==> src/rtl/pc_seq_pkg.sv <==
// Shared state encoding and sizing helpers for the program-counter sequencer.
package pc_seq_pkg;

  typedef enum logic [1:0] {
    BOOT = 2'd0,
    RUN  = 2'd1,
    HALT = 2'd2
  } pc_state_t;

  localparam int ADV_CNT_W = 32;

  function automatic int align_bits(input int instr_bytes);
    return $clog2(instr_bytes);
  endfunction

endpackage

==> src/rtl/pc_halt_detect.sv <==
// Counts consecutive self-redirects; halt_hit flags the one that completes HALT_CNT in a row.
module pc_halt_detect #(
  parameter int HALT_CNT = 8
) (
  input  logic clk,
  input  logic rst,
  input  logic self_hit,
  input  logic other_adv,
  output logic halt_hit
);

  localparam int CW = (HALT_CNT < 2) ? 1 : $clog2(HALT_CNT);
  localparam logic [CW-1:0] LAST = CW'(HALT_CNT - 1);

  logic [CW-1:0] cnt;

  assign halt_hit = self_hit && (cnt == LAST);

  // Stalls assert neither input, so the run length survives them.
  always_ff @(posedge clk or negedge rst) begin
    if (!rst) begin
      cnt <= '0;
    end else if (self_hit) begin
      if (!halt_hit) cnt <= cnt + CW'(1);
    end else if (other_adv) begin
      cnt <= '0;
    end
  end

endmodule

==> src/rtl/pc_sequencer.sv <==
// PC register with boot hold, stall/redirect sequencing and self-loop halt detection; PC updates one edge after sampling.
// Define PC_SEQ_TRACE_EN to build the saturating advance counter on adv_cnt_o (tied to 0 otherwise).
module pc_sequencer
  import pc_seq_pkg::*;
#(
  parameter int              PC_W        = 32,
  parameter logic [PC_W-1:0] RESET_VEC   = '0,
  parameter int              INSTR_BYTES = 4,
  parameter int              BOOT_HOLD   = 5,
  parameter int              HALT_CNT    = 8
) (
  input  logic                 clk,
  input  logic                 rst,
  input  logic                 stall_i,
  input  logic                 redirect_valid_i,
  input  logic [PC_W-1:0]      redirect_pc_i,
  output logic [PC_W-1:0]      PC,
  output logic                 pc_valid_o,
  output logic                 boot_done_o,
  output logic                 halted_o,
  output logic                 misalign_o,
  output logic [ADV_CNT_W-1:0] adv_cnt_o
);

  localparam int              AB         = align_bits(INSTR_BYTES);
  localparam logic [PC_W-1:0] ALIGN_MASK = PC_W'((1 << AB) - 1);
  localparam logic [PC_W-1:0] PC_INC     = PC_W'(INSTR_BYTES);
  localparam int              BW         = (BOOT_HOLD < 2) ? 1 : $clog2(BOOT_HOLD);
  localparam logic [BW-1:0]   BOOT_LAST  = BW'(BOOT_HOLD - 1);

  pc_state_t       state, state_nxt;
  logic [PC_W-1:0] pc_q, pc_nxt;
  logic [BW-1:0]   boot_cnt, boot_nxt;
  logic            mis_q, mis_set;
  logic            run, redir_ok, self_hit, adv, other_adv, halt_hit;

  assign run       = (state == RUN);
  assign redir_ok  = run && redirect_valid_i && ((redirect_pc_i & ALIGN_MASK) == '0);
  assign self_hit  = redir_ok && (redirect_pc_i == pc_q);
  assign adv       = redir_ok || (run && !stall_i);
  assign other_adv = adv && !self_hit;

  pc_halt_detect #(
    .HALT_CNT (HALT_CNT)
  ) u_halt_detect (
    .clk       (clk),
    .rst       (rst),
    .self_hit  (self_hit),
    .other_adv (other_adv),
    .halt_hit  (halt_hit)
  );

  always_comb begin
    state_nxt = state;
    pc_nxt    = pc_q;
    boot_nxt  = boot_cnt;
    mis_set   = 1'b0;
    case (state)
      BOOT: begin
        if (boot_cnt == BOOT_LAST) state_nxt = RUN;
        else                       boot_nxt  = boot_cnt + BW'(1);
      end
      RUN: begin
        // An aligned redirect beats a stall; a misaligned one is dropped and falls through.
        if (redir_ok) begin
          pc_nxt = redirect_pc_i;
        end else begin
          mis_set = redirect_valid_i;
          if (!stall_i) pc_nxt = pc_q + PC_INC;
        end
        if (halt_hit) state_nxt = HALT;
      end
      default: begin
      end
    endcase
  end

  always_ff @(posedge clk or negedge rst) begin
    if (!rst) begin
      state    <= BOOT;
      pc_q     <= RESET_VEC;
      boot_cnt <= '0;
      mis_q    <= 1'b0;
    end else begin
      state    <= state_nxt;
      pc_q     <= pc_nxt;
      boot_cnt <= boot_nxt;
      mis_q    <= mis_q | mis_set;
    end
  end

  // BOOT is only re-entered through reset, so leaving it is already sticky.
  assign PC          = pc_q;
  assign pc_valid_o  = run;
  assign boot_done_o = (state != BOOT);
  assign halted_o    = (state == HALT);
  assign misalign_o  = mis_q;

`ifdef PC_SEQ_TRACE_EN
  logic [ADV_CNT_W-1:0] adv_cnt_q;

  always_ff @(posedge clk or negedge rst) begin
    if (!rst) begin
      adv_cnt_q <= '0;
    end else if (adv && (adv_cnt_q != '1)) begin
      adv_cnt_q <= adv_cnt_q + ADV_CNT_W'(1);
    end
  end

  assign adv_cnt_o = adv_cnt_q;
`else
  assign adv_cnt_o = '0;
`endif

endmodule
==> config.mk <==
export PLATFORM = sky130hd
export DESIGN_NAME = pc_sequencer
export DESIGN_NICKNAME = d
export VERILOG_FILES = /design/src/rtl/pc_seq_pkg.sv /design/src/rtl/pc_halt_detect.sv /design/src/rtl/pc_sequencer.sv
export SDC_FILE = /design/constraint.sdc
export NUM_CORES = 1
export LEC_CHECK = 0
export BUFFER_PORTS_ARGS = -buffer_cell sky130_fd_sc_hd__buf_2
export CORE_AREA = 2 2 88 90
export DETAILED_ROUTE_END_ITERATION = 7
export DIE_AREA = 0 0 90 92
export GPL_ROUTABILITY_DRIVEN = 0
export PLACE_DENSITY = 0.62
export SLEW_MARGIN = 20
export SYNTH_ARGS = -nofsm -noshare
export SYNTH_HDL_FRONTEND = slang
export SYNTH_SLANG_ARGS = --single-unit
==> constraint.sdc <==
create_clock -name clk -period 4.81 [get_ports clk]
set_clock_uncertainty 0.05 [all_clocks]
set_input_delay 0 -clock clk [delete_from_list [all_inputs] [get_ports clk]]
set_output_delay 0 -clock clk [all_outputs]
set_load 0.03 [all_outputs]
## Word-level counts from Yosys, hierarchy flattened

Index checks and enable logic that the tools add are counted.

| word-level totals | value |
|---|---|
| flip-flop bits (word level) | 41 |
| input port bits | 36 |
| output and inout port bits | 68 |

| cells by class | value |
|---|---|
| add/sub/neg operators | 3 |
| equal/unequal tests | 9 |
| multiplexer cells | 10 |
| bitwise operators | 2 |
| reduce and logical (&&, ||, !) cells | 18 |

Operators with widths:

| kind | number |
|---|---|
| $mux W32 | 2 |
| $add A32 B3 Y32 const B | 1 |
| $eq A32 B32 Y1 | 1 |
| $logic_not A32 Y1 | 1 |
| $mux W3 | 3 |
| $add A3 B1 Y3 const B | 2 |
| $eq A3 B3 Y1 const B | 2 |
| $logic_and A1 B1 Y1 | 6 |
| $reduce_and A2 Y1 | 3 |
| $reduce_bool A2 Y1 | 3 |
| $mux W2 | 2 |
| $ne A2 B1 Y1 const B | 2 |
| $ne A2 B2 Y1 const B | 2 |
| $pmux W2 S2 | 1 |
| $reduce_and A3 Y1 | 1 |
| $eq A2 B1 Y1 const B | 1 |
| $eq A2 B2 Y1 const B | 1 |
| $logic_not A1 Y1 | 2 |
| $logic_not A2 Y1 | 1 |
| $mux W1 | 2 |
| $logic_or A1 B1 Y1 | 1 |
| $not A1 Y1 | 1 |
| $or A1 B1 Y1 | 1 |

## Longest topological paths before layout

| logic depth | value |
|---|---|
| word-level depth | 8 |
| depth in mapped cells | 6 |
| depth with buffers taken out | 5 |

## By module

Synthesis repeated with hierarchy kept, for this count alone.

| second synthesis, totals | value |
|---|---|
| cell total of the unflattened synthesis | 313 |
| area, all modules | 2808.9 um2 |

By module, submodules not included:

| module | times used | cells each | area an instance (um2) |
|---|---|---|---|
| pc_sequencer | 1 | 299 | 2630.0 |
| pc_halt_detect | 1 | 14 | 178.9 |

## Least setup slack after synthesis

Ideal clock, no wire load.

| path | value |
|---|---|
| path kind | register to register |
| start point | reg pc_q[19] (netlist: PC[19]) |
| end point | reg pc_q[28] (netlist: PC[28]) |
| library setup time | 137 ps |
| arrival time | 1577 ps |
| data required time | 4623 ps |
| setup slack | 3046 ps |
| cell stages (with the launch flop) | 6 |
| buffers on the path | 0 |
| period minus slack after synthesis | 1764 ps |
| cells stage by stage | dfrtp_1 -> and4_2 -> nand4_4 -> nor4_2 -> xnor2_1 -> a21oi_1 |

| between the ends | value |
|---|---|
| longest elaborated chain between the ends | 3 |

RTL lines:

| what | line | source |
|---|---|---|
| start: declaration | pc_sequencer.sv:32 | `logic [PC_W-1:0] pc_q, pc_nxt;` |
| start signal: assignment | pc_sequencer.sv:86 | `pc_q <= pc_nxt;` |
| $add A32 B3 Y32 | pc_sequencer.sv:69 | `if (!stall_i) pc_nxt = pc_q + PC_INC;` |
| $mux W32 | pc_sequencer.sv:69 |  |
| $mux W32 | pc_sequencer.sv:65 | `if (redir_ok) begin` |

No other way between the ends. The select of a mux whose other input is x is not followed.
A chain may end at the register's enable or synchronous reset.

## Final worst setup path

| path | value |
|---|---|
| start point | reg state[1] |
| end point | reg u_halt_detect.cnt[1] |

| between the ends | value |
|---|---|
| longest elaborated chain between the ends | 8 |
| elaborated cells on any way between the ends | 13 |
| those cells by class | eq/ne (2); mux (1); reduce/logical (10) |

RTL lines:

| what | line | source |
|---|---|---|
| start: declaration | pc_sequencer.sv:31 | `pc_state_t state, state_nxt;` |
| start signal: assignment | pc_sequencer.sv:85 | `state <= state_nxt;` |
| $eq A2 B1 Y1 * | pc_sequencer.sv:37 | `assign run = (state == RUN);` |
| $logic_and A1 B1 Y1 (2 in a row) | pc_sequencer.sv:38 | `assign redir_ok = run && redirect_valid_i && ((redirect_pc_i & ALIGN_MASK) == '0);` |
| $logic_and A1 B1 Y1 | pc_sequencer.sv:39 | `assign self_hit = redir_ok && (redirect_pc_i == pc_q);` |
| $logic_not A1 Y1 | pc_sequencer.sv:41 | `assign other_adv = adv && !self_hit;` |
| $logic_and A1 B1 Y1 | pc_sequencer.sv:41 |  |
| $reduce_bool A2 Y1 (no line) | -- |  |
| $reduce_and A2 Y1 (no line) | -- |  |
| end signal: assignment | pc_halt_detect.sv:24 | `if (!halt_hit) cnt <= cnt + CW'(1);` |
| end: declaration | pc_halt_detect.sv:15 | `logic [CW-1:0] cnt;` |

Every way passes the cells marked *; elsewhere a longest branch is shown, timed or not.

==> impl_metrics.ini <==
[status]
status = finished, final reports clean

[clock_network]
clkTransAtPathRegs_ps = 80
cts_htree_levels = 2
cts_resized = 0
root_buffer = clkbuf_8
cts_buffer_depth = 2
clock-sinks = 41
cts_tree = built
cts_buffers = 5
insertion_delay_ps = 290

[timing]
rsz0062_at_grt = false
finalCritPeriodShare = 0.476
final.setup.tns_ps = 0
drv_slew = 0
final.min_clock_period_ps = 2290
tightest_slew_ps = 957
setup_viol = 0
hold_violations = 0
max_clock_freq_mhz = 437
slew_headroom = 0.362

[drt]
drt.antenna.violating_nets = 0
wirelength_mm = 6.80
vias = 2359
viasPerCell = 4.55
dr.pass1.iters = 4
drc_errors = 0
initialDrtViolationCount = 95
wire_per_inst_um = 13.1

[synth]
yosys-top-cells-area = dfrtp_1 (36%), xnor2_1 (17%), buf_4 (8.4%)
synth-seq-cells = 41
synth_edf_count = 0
synth_top_cell_area_share = 0.361
synth_compound_area_frac = 0.0770
synthArstFlopShare = 1.00
avgSynthCellArea_um2 = 9.12
synthCells = 312
syn_area_mm2 = 0.00285
synth_simple_gate_area_frac = 0.229
synth_mux_area_frac = 0.00704
synth.most_common_cell = xnor2_1
seq_area_frac_synth = 0.361
synth_top_family_by_area = simple AND/OR/NAND/NOR gates
synth-xor-area-share = 0.191
synth_ff_type = dfrtp_1
synthAdderAreaFrac = 0.0220
yosysWarnings = 0
synth_common_cells = xnor2_1 (56), nor2_1 (44), dfrtp_1 (41)
yosys.area.top_type = dfrtp_1
yosysUniqueCellTypes = 38

[pwr]
p_seq_frac = 0.377
intPower_uw = 784
clockPowerShare = 0.199
power_mw = 1.39
p_leak_nw = 1.54
swShare = 0.435
max-vdd-ir-drop_uv = 186
cellPowerDensity_mw_per_mm2 = 384
p_sw_uw = 603
comb_power_share = 0.424

[setup_path]
path_cells = and2b_1, nand3_2, buf_4, nor2_1, a41oi_1, o2bb2ai_1
crit_family = simple AND/OR/NAND/NOR gates
slowest_delay_ps = 420
cp_data_required_time_ps = 4980
rr_endpoint = u_halt_detect.cnt[1]
cp.arrival_ps = 2460
rr_startpoint = state[1]
r2r_setup_slack_ps = 2520
slowest_stage = dfrtp_1
cp-end-kind = register
path_buf_inv = 1
crit_path_start_kind = register
reg2reg_depth = 6
crit_type = register to register
critPathMaxFanout = 42

[global_route]
antenna_found_initial = 0
grt_remaining_overflow = 0
grt_max_degree = 43
top_usage_layer = met2
globalRouteMet1Util = 0.227
track_usage = 0.166
grt_util_met2 = 0.264
grt_pass1_wl_mm = 11.0
use_met3 = 0.0345
grt_pass1_vias = 2267

[finish]
nFillCells = 739
seq_area_mm2 = 0.00103
area_growth_syn_to_layout_pct = 27.1
finalNetCount = 457
multi_input_area_mm2 = 0.00162
drive_gt1_frac = 0.224
postLayoutCoreUtil = 0.486
antenna_cells = 0

[floorplan]
core_area_mm2 = 0.00745
dieArea_mm2 = 0.00828
fp.dieW_um = 90
num_rows = 32
pin_count = 104
initial_core_util = 0.382
chipHeight_um = 92

[worst_hold_path]
holdPathStages = 4
hold_end = PC[2]
hold_path_class = input pin to register
min_from = stall_i

[placement]
port_buffers = 71
dp_hpwl_mm = 4.95

[job]
drv_cap = 0
## registers in the layout (all words and copies together) (netlist names)
signal,count
PC,32
misalign_o,1
boot_cnt,3
state,2
u_halt_detect.cnt,3
## cells by family (layout without fill, tap and decap cells)
| family | count (synthesis) | after routing |
|---|---|---|
| buffers and inverters | 51 | 124 |
| DFF | 41 | 41 |
| and+or+nand+nor | 110 | 110 |
| muxes | 2 | 2 |
| adders and majority gates | 5 | 5 |
| AOI/OAI and AO/OA | 40 | 40 |
| xor gates and xnor gates | 62 | 62 |
| other | 1 | 32 |
## timing repair
item                      CTS  global route
buffers inserted            0             0
hold buffers               33             0
hold endpoints to repair   72             0
## metal layers
| metal | part of all wire | wire [µm] | vias up |
|---|---|---|---|
| met1 | 0.47 | 3210 | 1092 |
| met2 | 0.46 | 3120 | 73 |
| met3 | 0.050 | 343 | 11 |
| met4 | 0.018 | 122 | 0 |
| li1 | - | - | 1183 |
| met5 | 0 | 0 | - |
## final cells by class
type / count / area share
multi-input cells: 251 / 0.448
flip-flops and latches: 41 / 0.284
repair buffers: 105 / 0.192
well taps: 102 / 0.0353
clock buffers: 5 / 0.0190
inverters: 12 / 0.0125
clock inverters: 2 / 0.00969
## placed cells by master (no fill, tap or decap), types with 2 or more instances in the layout
cell type      synthesis  routed
dlygate4sd3_1          0      33
xor2_1                 6       6
clkbuf_8               0       5
conb_1                 1      32
inv_1                 12      12
nor2_1                44      44
xnor2_1               56      56
mux2i_1                2       2
nor4_4                 2       2
ha_1                   5       5
nor3_1                 5       5
and2_1                 4       4
nand4_4                3       3
nand4_1               10      10
nor2b_1                3       3
a31oi_1                2       2
o2bb2ai_1              2       2
nand2_1               13      13
and4_1                 2       2
dfrtp_1               41      41
and3_1                 2       2
buf_2                  0      71
a21oi_1               32      32
nor3_2                 4       4
nand3_1                9       8
## how the worst max path moves through the flow
stage                   from                   end  slack, ps  depth (start not counted)
finish              state[1]  u_halt_detect.cnt[1]       2520                          6
global route        state[1]  u_halt_detect.cnt[1]       2280                          6
floorplan             PC[19]                PC[28]       3050                          5
detailed placement  state[1]  u_halt_detect.cnt[1]       2510                          6
global placement    state[1]  u_halt_detect.cnt[1]       2610                          6
CTS                 state[1]  u_halt_detect.cnt[1]       2490                          6
## per-stage QoR
| stage | hold slack, ps | cell area [µm²] | std cells | setup WS, ps |
|---|---|---|---|---|
| 2_1_floorplan | -346 | 2960 | 343 | 3050 |
| 3_3_place_gp | 165 | 3180 | 478 | 2610 |
| 3_5_place_dp | 171 | 3180 | 478 | 2510 |
| 4_1_cts | 68.6 | 3620 | 518 | 2490 |
| 5_1_grt | 124 | 3620 | 518 | 2280 |
| 6_report | 71.0 | 3620 | 518 | 2520 |
## worst register-to-register path: cells and delay by family (launching register included)
kind / cells / cell delay [ps]
buffers and inverters: 1 / 420
AND/OR/NAND/NOR: 3 / 930
flip-flops: 1 / 420
AO/OA/AOI/OAI: 2 / 400
## power groups by stage
stage               clock network (mW)  logic, mW  registers, mW
finish                           0.275      0.588          0.524
CTS                              0.285      0.596          0.523
global placement                     0      0.569          0.528
floorplan                            0      0.310          0.646
global route                     0.298      0.634          0.540
detailed placement                   0      0.572          0.529
(Power assumes the default switching activity.)
